### src/rtl/mod_issue_pkg.sv
// Shared defaults and helpers for the mod_issue operand queue and modulus unit.
package mod_issue_pkg;

  localparam int DATAWIDTH_DEF = 16;
  localparam int DEPTH_DEF     = 4;
  localparam logic [7:0] DZ_SAT = 8'd255;

  // Number of bits needed to index 'value' entries.
  function automatic int clog2(input int value);
    int result;
    result = 0;
    while ((32'sd1 <<< result) < value) begin
      result = result + 1;
    end
    return result;
  endfunction

endpackage

### src/rtl/mod_issue_mod.sv
// Purely combinational unsigned remainder; the caller guarantees a nonzero divisor.
module mod_issue_mod
  import mod_issue_pkg::*;
#(
  parameter int DATAWIDTH = DATAWIDTH_DEF
) (
  input  logic [DATAWIDTH-1:0] dividend_i,
  input  logic [DATAWIDTH-1:0] divisor_i,
  output logic [DATAWIDTH-1:0] remainder_o
);

  assign remainder_o = dividend_i % divisor_i;

endmodule

### src/rtl/mod_issue.sv
// Operand FIFO feeding a remainder unit, with a registered result stage and a
// saturating divide-by-zero delivery counter.
module mod_issue
  import mod_issue_pkg::*;
#(
  parameter int DATAWIDTH = DATAWIDTH_DEF,
  parameter int DEPTH     = DEPTH_DEF
) (
  input  logic                  Clk,
  input  logic                  Rst,
  input  logic                  in_valid,
  output logic                  in_ready,
  input  logic [DATAWIDTH-1:0]  in_a,
  input  logic [DATAWIDTH-1:0]  in_b,
  output logic                  out_valid,
  input  logic                  out_ready,
  output logic [DATAWIDTH-1:0]  out_rem,
  output logic                  out_dz,
  output logic [clog2(DEPTH):0] count,
  output logic [7:0]            dz_total
);

  localparam int PW = clog2(DEPTH);
  localparam logic [PW:0]          DEPTH_C  = (PW+1)'(DEPTH);
  localparam logic [PW:0]          CNT_ONE  = (PW+1)'(1);
  localparam logic [PW-1:0]        PTR_ONE  = PW'(1);
  localparam logic [DATAWIDTH-1:0] DATA_ONE = DATAWIDTH'(1);
  localparam logic [DATAWIDTH-1:0] DATA_ZERO = DATAWIDTH'(0);

  logic [DATAWIDTH-1:0] a_mem_q [DEPTH];
  logic [DATAWIDTH-1:0] b_mem_q [DEPTH];

  logic [PW-1:0]        wr_ptr_q, wr_ptr_d;
  logic [PW-1:0]        rd_ptr_q, rd_ptr_d;
  logic [PW:0]          count_q, count_d;
  logic                 out_valid_q, out_valid_d;
  logic [DATAWIDTH-1:0] out_rem_q, out_rem_d;
  logic                 out_dz_q, out_dz_d;
  logic [7:0]           dz_total_q, dz_total_d;

  logic                 push_s;
  logic                 pop_s;
  logic [DATAWIDTH-1:0] head_a_s;
  logic [DATAWIDTH-1:0] head_b_s;
  logic                 head_dz_s;
  logic [DATAWIDTH-1:0] div_b_s;
  logic [DATAWIDTH-1:0] mod_rem_s;
  logic [DATAWIDTH-1:0] head_rem_s;

  assign in_ready  = (count_q < DEPTH_C);
  assign push_s    = in_valid && in_ready;
  assign pop_s     = (count_q != '0) && (!out_valid_q || out_ready);

  assign head_a_s  = a_mem_q[rd_ptr_q];
  assign head_b_s  = b_mem_q[rd_ptr_q];
  assign head_dz_s = (head_b_s == DATA_ZERO);
  // A zero divisor is replaced by one so the divider never sees it; the result is muxed below.
  assign div_b_s    = head_dz_s ? DATA_ONE : head_b_s;
  assign head_rem_s = head_dz_s ? head_a_s : mod_rem_s;

  mod_issue_mod #(
    .DATAWIDTH (DATAWIDTH)
  ) u_mod (
    .dividend_i  (head_a_s),
    .divisor_i   (div_b_s),
    .remainder_o (mod_rem_s)
  );

  // Queue storage write port; contents are don't-care until pointed at.
  always_ff @(posedge Clk) begin
    if (push_s) begin
      a_mem_q[wr_ptr_q] <= in_a;
      b_mem_q[wr_ptr_q] <= in_b;
    end
  end

  // Next-state for pointers, occupancy, result register and dz counter.
  always_comb begin
    wr_ptr_d    = wr_ptr_q;
    rd_ptr_d    = rd_ptr_q;
    count_d     = count_q;
    out_valid_d = out_valid_q;
    out_rem_d   = out_rem_q;
    out_dz_d    = out_dz_q;
    dz_total_d  = dz_total_q;

    if (push_s) begin
      wr_ptr_d = wr_ptr_q + PTR_ONE;
    end else begin
      wr_ptr_d = wr_ptr_q;
    end

    if (pop_s) begin
      rd_ptr_d = rd_ptr_q + PTR_ONE;
    end else begin
      rd_ptr_d = rd_ptr_q;
    end

    case ({push_s, pop_s})
      2'b10:   count_d = count_q + CNT_ONE;
      2'b01:   count_d = count_q - CNT_ONE;
      default: count_d = count_q;
    endcase

    if (pop_s) begin
      out_valid_d = 1'b1;
      out_rem_d   = head_rem_s;
      out_dz_d    = head_dz_s;
    end else if (out_ready) begin
      out_valid_d = 1'b0;
    end else begin
      out_valid_d = out_valid_q;
    end

    if (out_valid_q && out_ready && out_dz_q && (dz_total_q != DZ_SAT)) begin
      dz_total_d = dz_total_q + 8'd1;
    end else begin
      dz_total_d = dz_total_q;
    end
  end

  // State registers with asynchronous active-low reset.
  always_ff @(posedge Clk or negedge Rst) begin
    if (!Rst) begin
      wr_ptr_q    <= '0;
      rd_ptr_q    <= '0;
      count_q     <= '0;
      out_valid_q <= 1'b0;
      out_rem_q   <= '0;
      out_dz_q    <= 1'b0;
      dz_total_q  <= 8'd0;
    end else begin
      wr_ptr_q    <= wr_ptr_d;
      rd_ptr_q    <= rd_ptr_d;
      count_q     <= count_d;
      out_valid_q <= out_valid_d;
      out_rem_q   <= out_rem_d;
      out_dz_q    <= out_dz_d;
      dz_total_q  <= dz_total_d;
    end
  end

  assign out_valid = out_valid_q;
  assign out_rem   = out_rem_q;
  assign out_dz    = out_dz_q;
  assign count     = count_q;
  assign dz_total  = dz_total_q;

endmodule

### config.mk
export PLATFORM = sky130hd
export DESIGN_NAME = mod_issue
export DESIGN_NICKNAME = d
export VERILOG_FILES = /design/src/rtl/mod_issue_pkg.sv /design/src/rtl/mod_issue_mod.sv /design/src/rtl/mod_issue.sv
export SDC_FILE = /design/constraint.sdc
export NUM_CORES = 1
export LEC_CHECK = 0
export ABC_AREA = 1
export CAP_MARGIN = 0
export CORE_ASPECT_RATIO = 0.7
export CORE_MARGIN = 4
export CORE_UTILIZATION = 35
export DETAILED_ROUTE_END_ITERATION = 12
export GPL_ROUTABILITY_DRIVEN = 0
export HOLD_SLACK_MARGIN = 0.12
export PLACE_DENSITY_LB_ADDON = 0.15
export SYNTH_ARGS = -nofsm -noshare
export SYNTH_HDL_FRONTEND = slang
export SYNTH_SLANG_ARGS = --single-unit
### constraint.sdc
create_clock -name Clk -period 52.3 [get_ports Clk]
set_input_delay 10.46 -clock Clk [delete_from_list [all_inputs] [get_ports Clk]]
set_output_delay 10.46 -clock Clk [all_outputs]
set_load 0.01 [all_outputs]
==> metrics.txt, run 1 <==
most used cell, CP=nand2_1; post-CTS setup repair buffer count=0; CTS tree=yes; clock slew at reported path FFs=0.06 ns; final setup vio count=0; worst path buffer plus inverter count=22; setup repair after global routing missed its margin=no; CP Capture Type=flop; number of remaining DRC errors=0; Yosys warnings=0; Slowest-stage cell, CP=nor2_1; fin crit period=32.40 ns; Core Rows=60; I/O pin cnt=66; Filler Cells Inserted=3918; Non-Filler Instances=2291; Vias/cell=4.92; outcome=completed; clk_lat worst skew=0.42 ns; worst-margin pin slew=1.13 ns; share of layout cells above drive strength 1=11.1%; fin. max-slew vios=0; Fmax=30.9 MHz; Critical Path Fanout Max=39; area of the multi-input gates=0.00785 mm^2; FF+latch count, synth=161; CTS hold repair buffers=0; vias in the first global route=10485; clock root cell=clkbuf_16; NumNets Final=1923; Initial DRT Pass Iterations=5; clk buf depth=2; CP max stage delay=0.73 ns; Worst EP required=52.60 ns; Core Area=0.0384 mm^2; min-delay worst type=reg2reg; pin count of the biggest net entering global routing=52; post-placement setup slack=20.30 ns; Inst Count DP=2259; period utilization=61.9%; input/output buffers=65; Crit Path Class=reg2reg; first-pass GRT wire length=59500 um; worst endpoint data arrival time=32.70 ns; total gr overflow=0; TritonCTS sink count=161; vias=11272; first-iteration detailed-routing DRC count=730; Yosys cell types=62; crit path launch type=flop; H-tree depth=4; area leader, netlist=edfxtp_1; initial antenna violation count=1; final-report hold violation count=0; Final WS setup=19.90 ns; initial core utilization=35.4%; antenna-violating nets left=0; Top Family by Delay on Critical Path=simple AND/OR/NAND/NOR gates; post-DR wirelength/cell=16.5 um; cts bufs inserted=17; Final Skew=0.00894 ns; GRT Overall Usage=17.8%; Sum Neg Setup Slack=0 ns; Post-Route WL=37800 um; post-synth top area share=28.3%; reported max-cap violation count=0; post-CTS sizing=0; Syn Inst Count=1695; Max transition margin=24.6%; post-synthesis sequential area ratio=34.4%; DPL Wire Length=28500 um; top cells by area, synth=edfxtp_1 (28%), nand2_1 (14%), ha_1 (12%); syn nets=1867; Die ar.=0.0421 mm^2; Ant. Diodes=0; die height=173 um; Post-Syn Area=0.0136 mm^2; Die X=244 um; FF+latch area=0.00467 mm^2; Area growth, synth to finish=12.4%; Mapped Avg Cell Area=8.02 um^2
==> metrics by stage <==
stage	instance area [um^2]	utilization [%]	hold WS, ns
floorplan	13600	-	0.513
global placement	14600	38.2	0.469
detailed placement	14600	38.2	0.464
CTS	15300	39.8	0.491
global route	15300	39.8	0.509
finish	15300	39.8	0.487
==> worst paths after layout <==
kind / end / depth (start not counted) / slack [ns] / start
setup reg to reg: out_rem[7]$_DFFE_PN0P_ / 213 / 19.90 / rd_ptr_q[0]$_DFFE_PN0P_
setup / recovery: out_rem[7]$_DFFE_PN0P_ / 213 / 19.90 / rd_ptr_q[0]$_DFFE_PN0P_
max in group asynchronous: rd_ptr_q[0]$_DFFE_PN0P_ / 1 / 41.62 / Rst
hold reg to reg: out_rem[12]$_DFFE_PN0P_ / 2 / 0.49 / out_rem[12]$_DFFE_PN0P_
hold / removal: out_rem[12]$_DFFE_PN0P_ / 2 / 0.49 / out_rem[12]$_DFFE_PN0P_
min in group asynchronous: dz_total[7]$_DFFE_PN0P_ / 1 / 10.12 / Rst
==> kinds of logic (layout without fill, tap and decap cells) <==
logic type / Yosys count / after routing / share of synthesized area (%)
AO/OA/AOI/OAI: 246 / 246 / 11.6
flip-flops: 161 / 161 / 34.4
buffers and inverters: 235 / 304 / 8.11
multiplexers: 1 / 1 / 0.166
AND/OR/NAND/NOR: 818 / 818 / 26.9
XOR/XNOR: 98 / 98 / 6.31
adder cells (fa/ha/maj): 136 / 136 / 12.6
==> final cells by class <==
class                   count  share of cell area (%)
inverters                 200                    5.03
flip-flops and latches    161                    30.6
multi-input cells        1299                    51.4
well taps                 527                    4.32
clock inverters             8                   0.360
repair buffers             72                    4.57
clock buffers              24                    3.78
==> layout by cell type (no fill, tap or decap), types with 9 or more instances in the layout <==
cell / netlist / layout
a21o_1: 11 / 11
nor2_1: 59 / 55
inv_2: 9 / 9
nand2_2: 54 / 54
nand2_1: 496 / 496
o21bai_1: 11 / 11
nand3_1: 128 / 128
dfrtp_1: 33 / 32
clkbuf_16: 0 / 22
a221oi_1: 11 / 11
ha_1: 134 / 134
a21oi_1: 86 / 86
o21ai_1: 22 / 22
inv_1: 184 / 184
xnor2_1: 49 / 49
clkdlybuf4s50_1: 0 / 64
or2_2: 22 / 22
edfxtp_1: 128 / 128
o21ai_0: 46 / 46
nand4_1: 12 / 12
xor2_1: 49 / 49
o21ai_2: 28 / 28
nand3_2: 14 / 14
==> cell usage after synthesis, drive strengths merged <==
library cell,n
nand2,556
inv,194
nand3,142
ha,134
edfxtp,128
o21ai,97
a21oi,91
nor2,63
xnor2,49
xor2,49
dfrtp,33
buf,27
or2,23
nand4,12
a21o,11
a221oi,11
o21bai,11
clkbuf,8
nor3,7
and2,6
a31oi,5
clkinv,5
nor4,4
a211oi,3
a21boi,3
a32oi,3
nand3b,3
a32o,2
fa,2
o21a,2
o31ai,2
or3,2
a2111oi,1
a41oi,1
bufinv,1
mux2i,1
o211ai,1
o22a,1
o22ai,1
==> metal layers <==
layer	GRT usage, %	routed length [um]
met2	25.8	15400
met4	2.56	259
met3	2.95	1550
met5	0	13
met1	28.3	20600
==> tightest hold or removal path: stages, from the launching register on <==
cell and delay [ns]:
dfrtp_1 0.35, nand2_1 0.05, nand2_1 0.05
==> sequential cells by signal (all words and copies together) (netlist names) <==
| signal | count |
|---|---|
| a_mem_q | 64 |
| b_mem_q | 64 |
| out_rem | 16 |
| dz_total | 8 |
| count | 3 |
| rd_ptr_q | 2 |
| wr_ptr_q | 2 |
| out_dz | 1 |
| out_valid | 1 |
Power of run 1 is not shown: default switching activity piles up to over one toggle a cycle in this logic, so the estimate is an artifact.
==> run 2, diff against run 1 <==
- clock period: 52.3 -> 26.4 ns (I/O delays scaled with it)
==> run 2 against run 1 <==
Final area rose by 20%. First-iteration DRC count fell by 2.5%. Core utilization rose by 7.9 points. Global-route usage rose by 0.51 points. Worst hold slack got worse by 0.010 ns. Critical path type unchanged. Largest cell class unchanged. Fmax rose by 29%. Worst setup slack got worse by 19 ns. Cell count rose by 8.7%. Sequential share of layout area fell by 5.1 points. Die area did not move. Count of clock-buffer cells in the layout fell by 3. Routed wire length rose by 9.1%.
==> metrics.txt, run 2 (synthesis results as in run 1) <==
final-report hold violation count=0 (unchanged); Die ar.=0.0421 mm^2 (unchanged); clock slew at reported path FFs=0.06 ns (about the same); first-pass GRT wire length=61600 um (was 59500 um); worst hold slack=0.477 ns (was 0.487 ns); clk buf depth=2 (unchanged); die height=173 um (unchanged); H-tree depth=4 (unchanged); vias in the first global route=11083 (was 10485); FF+latch area=0.00467 mm^2 (about the same); initial antenna violation count=0 (was 1); crit path launch type=flop (unchanged); Core Rows=60 (unchanged); clock root cell=clkbuf_16 (unchanged); Critical Path Fanout Max=19 (was 39); outcome=completed (unchanged); min-delay worst type=reg2reg (unchanged); TritonCTS sink count=161 (unchanged); share of layout cells above drive strength 1=31.8% (was 11.1%); worst-margin pin slew=1.18 ns (was 1.13 ns); most frequent cells in the layout=nand2_1 (418), buf_4 (178), inv_1 (161) (was nand2_1 (496), inv_1 (184), ha_1 (134)); fin. max-slew vios=0 (unchanged); Crit Path Class=reg2reg (unchanged); met3 Resource Use GR=3.21% (was 2.95%); worst endpoint data arrival time=25.58 ns (was 32.70 ns); Max transition margin=21.2% (was 24.6%); pin count of the biggest net entering global routing=35 (was 52); GRT Overall Usage=18.4% (was 17.8%); antenna-violating nets left=0 (unchanged); Ant. Diodes=0 (unchanged); CP max stage delay=0.51 ns (was 0.73 ns); reported max-cap violation count=0 (unchanged); Worst EP required=26.76 ns (was 52.60 ns); area of the multi-input gates=0.00918 mm^2 (was 0.00785 mm^2); Fmax=39.7 MHz (was 30.9 MHz); first-iteration detailed-routing DRC count=712 (was 730); CP Capture Type=flop (unchanged); Core Area=0.0384 mm^2 (unchanged); reg2reg setup slack=1.19 ns (was 19.90 ns); fin crit period=25.21 ns (was 32.40 ns); period utilization=95.5% (was 61.9%); Area growth, synth to finish=34.7% (was 12.4%); final setup vio count=0 (unchanged); initial core utilization=35.4% (unchanged); CTS tree=yes (unchanged); NumNets Final=2124 (was 1923); GR Util met1=28.9% (was 28.3%); most common cell after layout, fill and taps aside=nand2_1 (unchanged); Vias/cell=4.91 (was 4.92); met2 usage=27.0% (was 25.8%); number of remaining DRC errors=0 (unchanged); post-DR wirelength/cell=16.5 um (about the same); I/O pin cnt=66 (unchanged); input/output buffers=65 (unchanged); Filler Cells Inserted=3707 (was 3918); clk_lat worst skew=0.42 ns (about the same); Post-Route WL=41200 um (was 37800 um); most used cell, CP=nand2_2 (was nand2_1); total gr overflow=0 (unchanged); gr busiest metal=met1 (unchanged); DPL Wire Length=29600 um (was 28500 um); Final Skew=0.0115 ns (was 0.00894 ns); Slowest-stage cell, CP=dfrtp_2 (was nor2_1); vias=12226 (was 11272); cts bufs inserted=17 (unchanged); Die X=244 um (unchanged); Initial DRT Pass Iterations=5 (unchanged)
-- run 2: cell count changes in the layout (fill, tap and decap cells not counted), sizes merged --
cell and change:
bufinv +3, buf +199, inv -3, clkinvlp +3, clkinv -1, clkbuf -1
-- run 2: path summary, 6_finish.rpt --
| kind | start | to | cells past startpoint |
|---|---|---|---|
| max reg2reg | rd_ptr_q[1]$_DFFE_PN0P_ | out_rem[7]$_DFFE_PN0P_ | 215 |
| min in group asynchronous | Rst | count[0]$_DFFE_PN0P_ | 1 |
| max in group asynchronous | Rst | rd_ptr_q[1]$_DFFE_PN0P_ | 1 |
| min reg2reg | out_rem[7]$_DFFE_PN0P_ | out_rem[7]$_DFFE_PN0P_ | 2 |
| min | out_rem[7]$_DFFE_PN0P_ | out_rem[7]$_DFFE_PN0P_ | 2 |
| max | rd_ptr_q[1]$_DFFE_PN0P_ | out_rem[7]$_DFFE_PN0P_ | 215 |
-- run 2: per-layer routing --
| metal | vias up | wire length, um |
|---|---|---|
| li1 | 6185 | - |
| met1 | 5802 | 21200 |
| met2 | 217 | 17900 |
| met3 | 22 | 1840 |
| met4 | 0 | 254 |
| met5 | - | 0 |
-- run 2: through the flow --
stage | instances | worst slack, ns | cell area, um^2 | utilization [%] | setup TNS, ns
detailed placement | 2382 | -0.673 | 15600 | 40.7 | -8.35
finish | 2491 | 1.19 | 18300 | 47.7 | 0
floorplan | 1695 | 1.13 | 13600 | - | 0
global placement | 2382 | -0.206 | 15600 | 40.7 | -1.31
global route | 2491 | -0.417 | 18300 | 47.7 | -5.48
CTS | 2414 | -0.0181 | 16300 | 42.4 | -0.0181
-- run 2: area by class of cell --
| class | instances | area share [%] |
|---|---|---|
| flip-flops and latches | 161 | 25.5 |
| clock buffers | 21 | 2.40 |
| inverters | 200 | 4.29 |
| repair buffers | 273 | 13.2 |
| multi-input cells | 1299 | 50.1 |
| well taps | 527 | 3.60 |
| clock inverters | 10 | 0.881 |
-- run 2: worst max-delay path, delay by kind of cell, from the launching register on --
| family | cells | cell delay, ns |
|---|---|---|
| adder cells (fa/ha/maj) | 15 | 3.88 |
| AO/OA/AOI/OAI | 59 | 8.60 |
| AND/OR/NAND/NOR | 110 | 8.74 |
| multiplexers | 1 | 0.27 |
| flip-flops | 1 | 0.51 |
| buffers and inverters | 30 | 3.04 |
-- run 2: what timing repair did --
action / in CTS / in global routing
hold endpoints to repair: 0 / 0
setup endpoints to repair: 16 / 16
pin swaps: 0 / 142
resized for setup: 20 / 315
hold buffers: 0 / 0
buffers inserted: 1 / 74
gates cloned: 0 / 3
Power of run 2 is left out for the same reason.
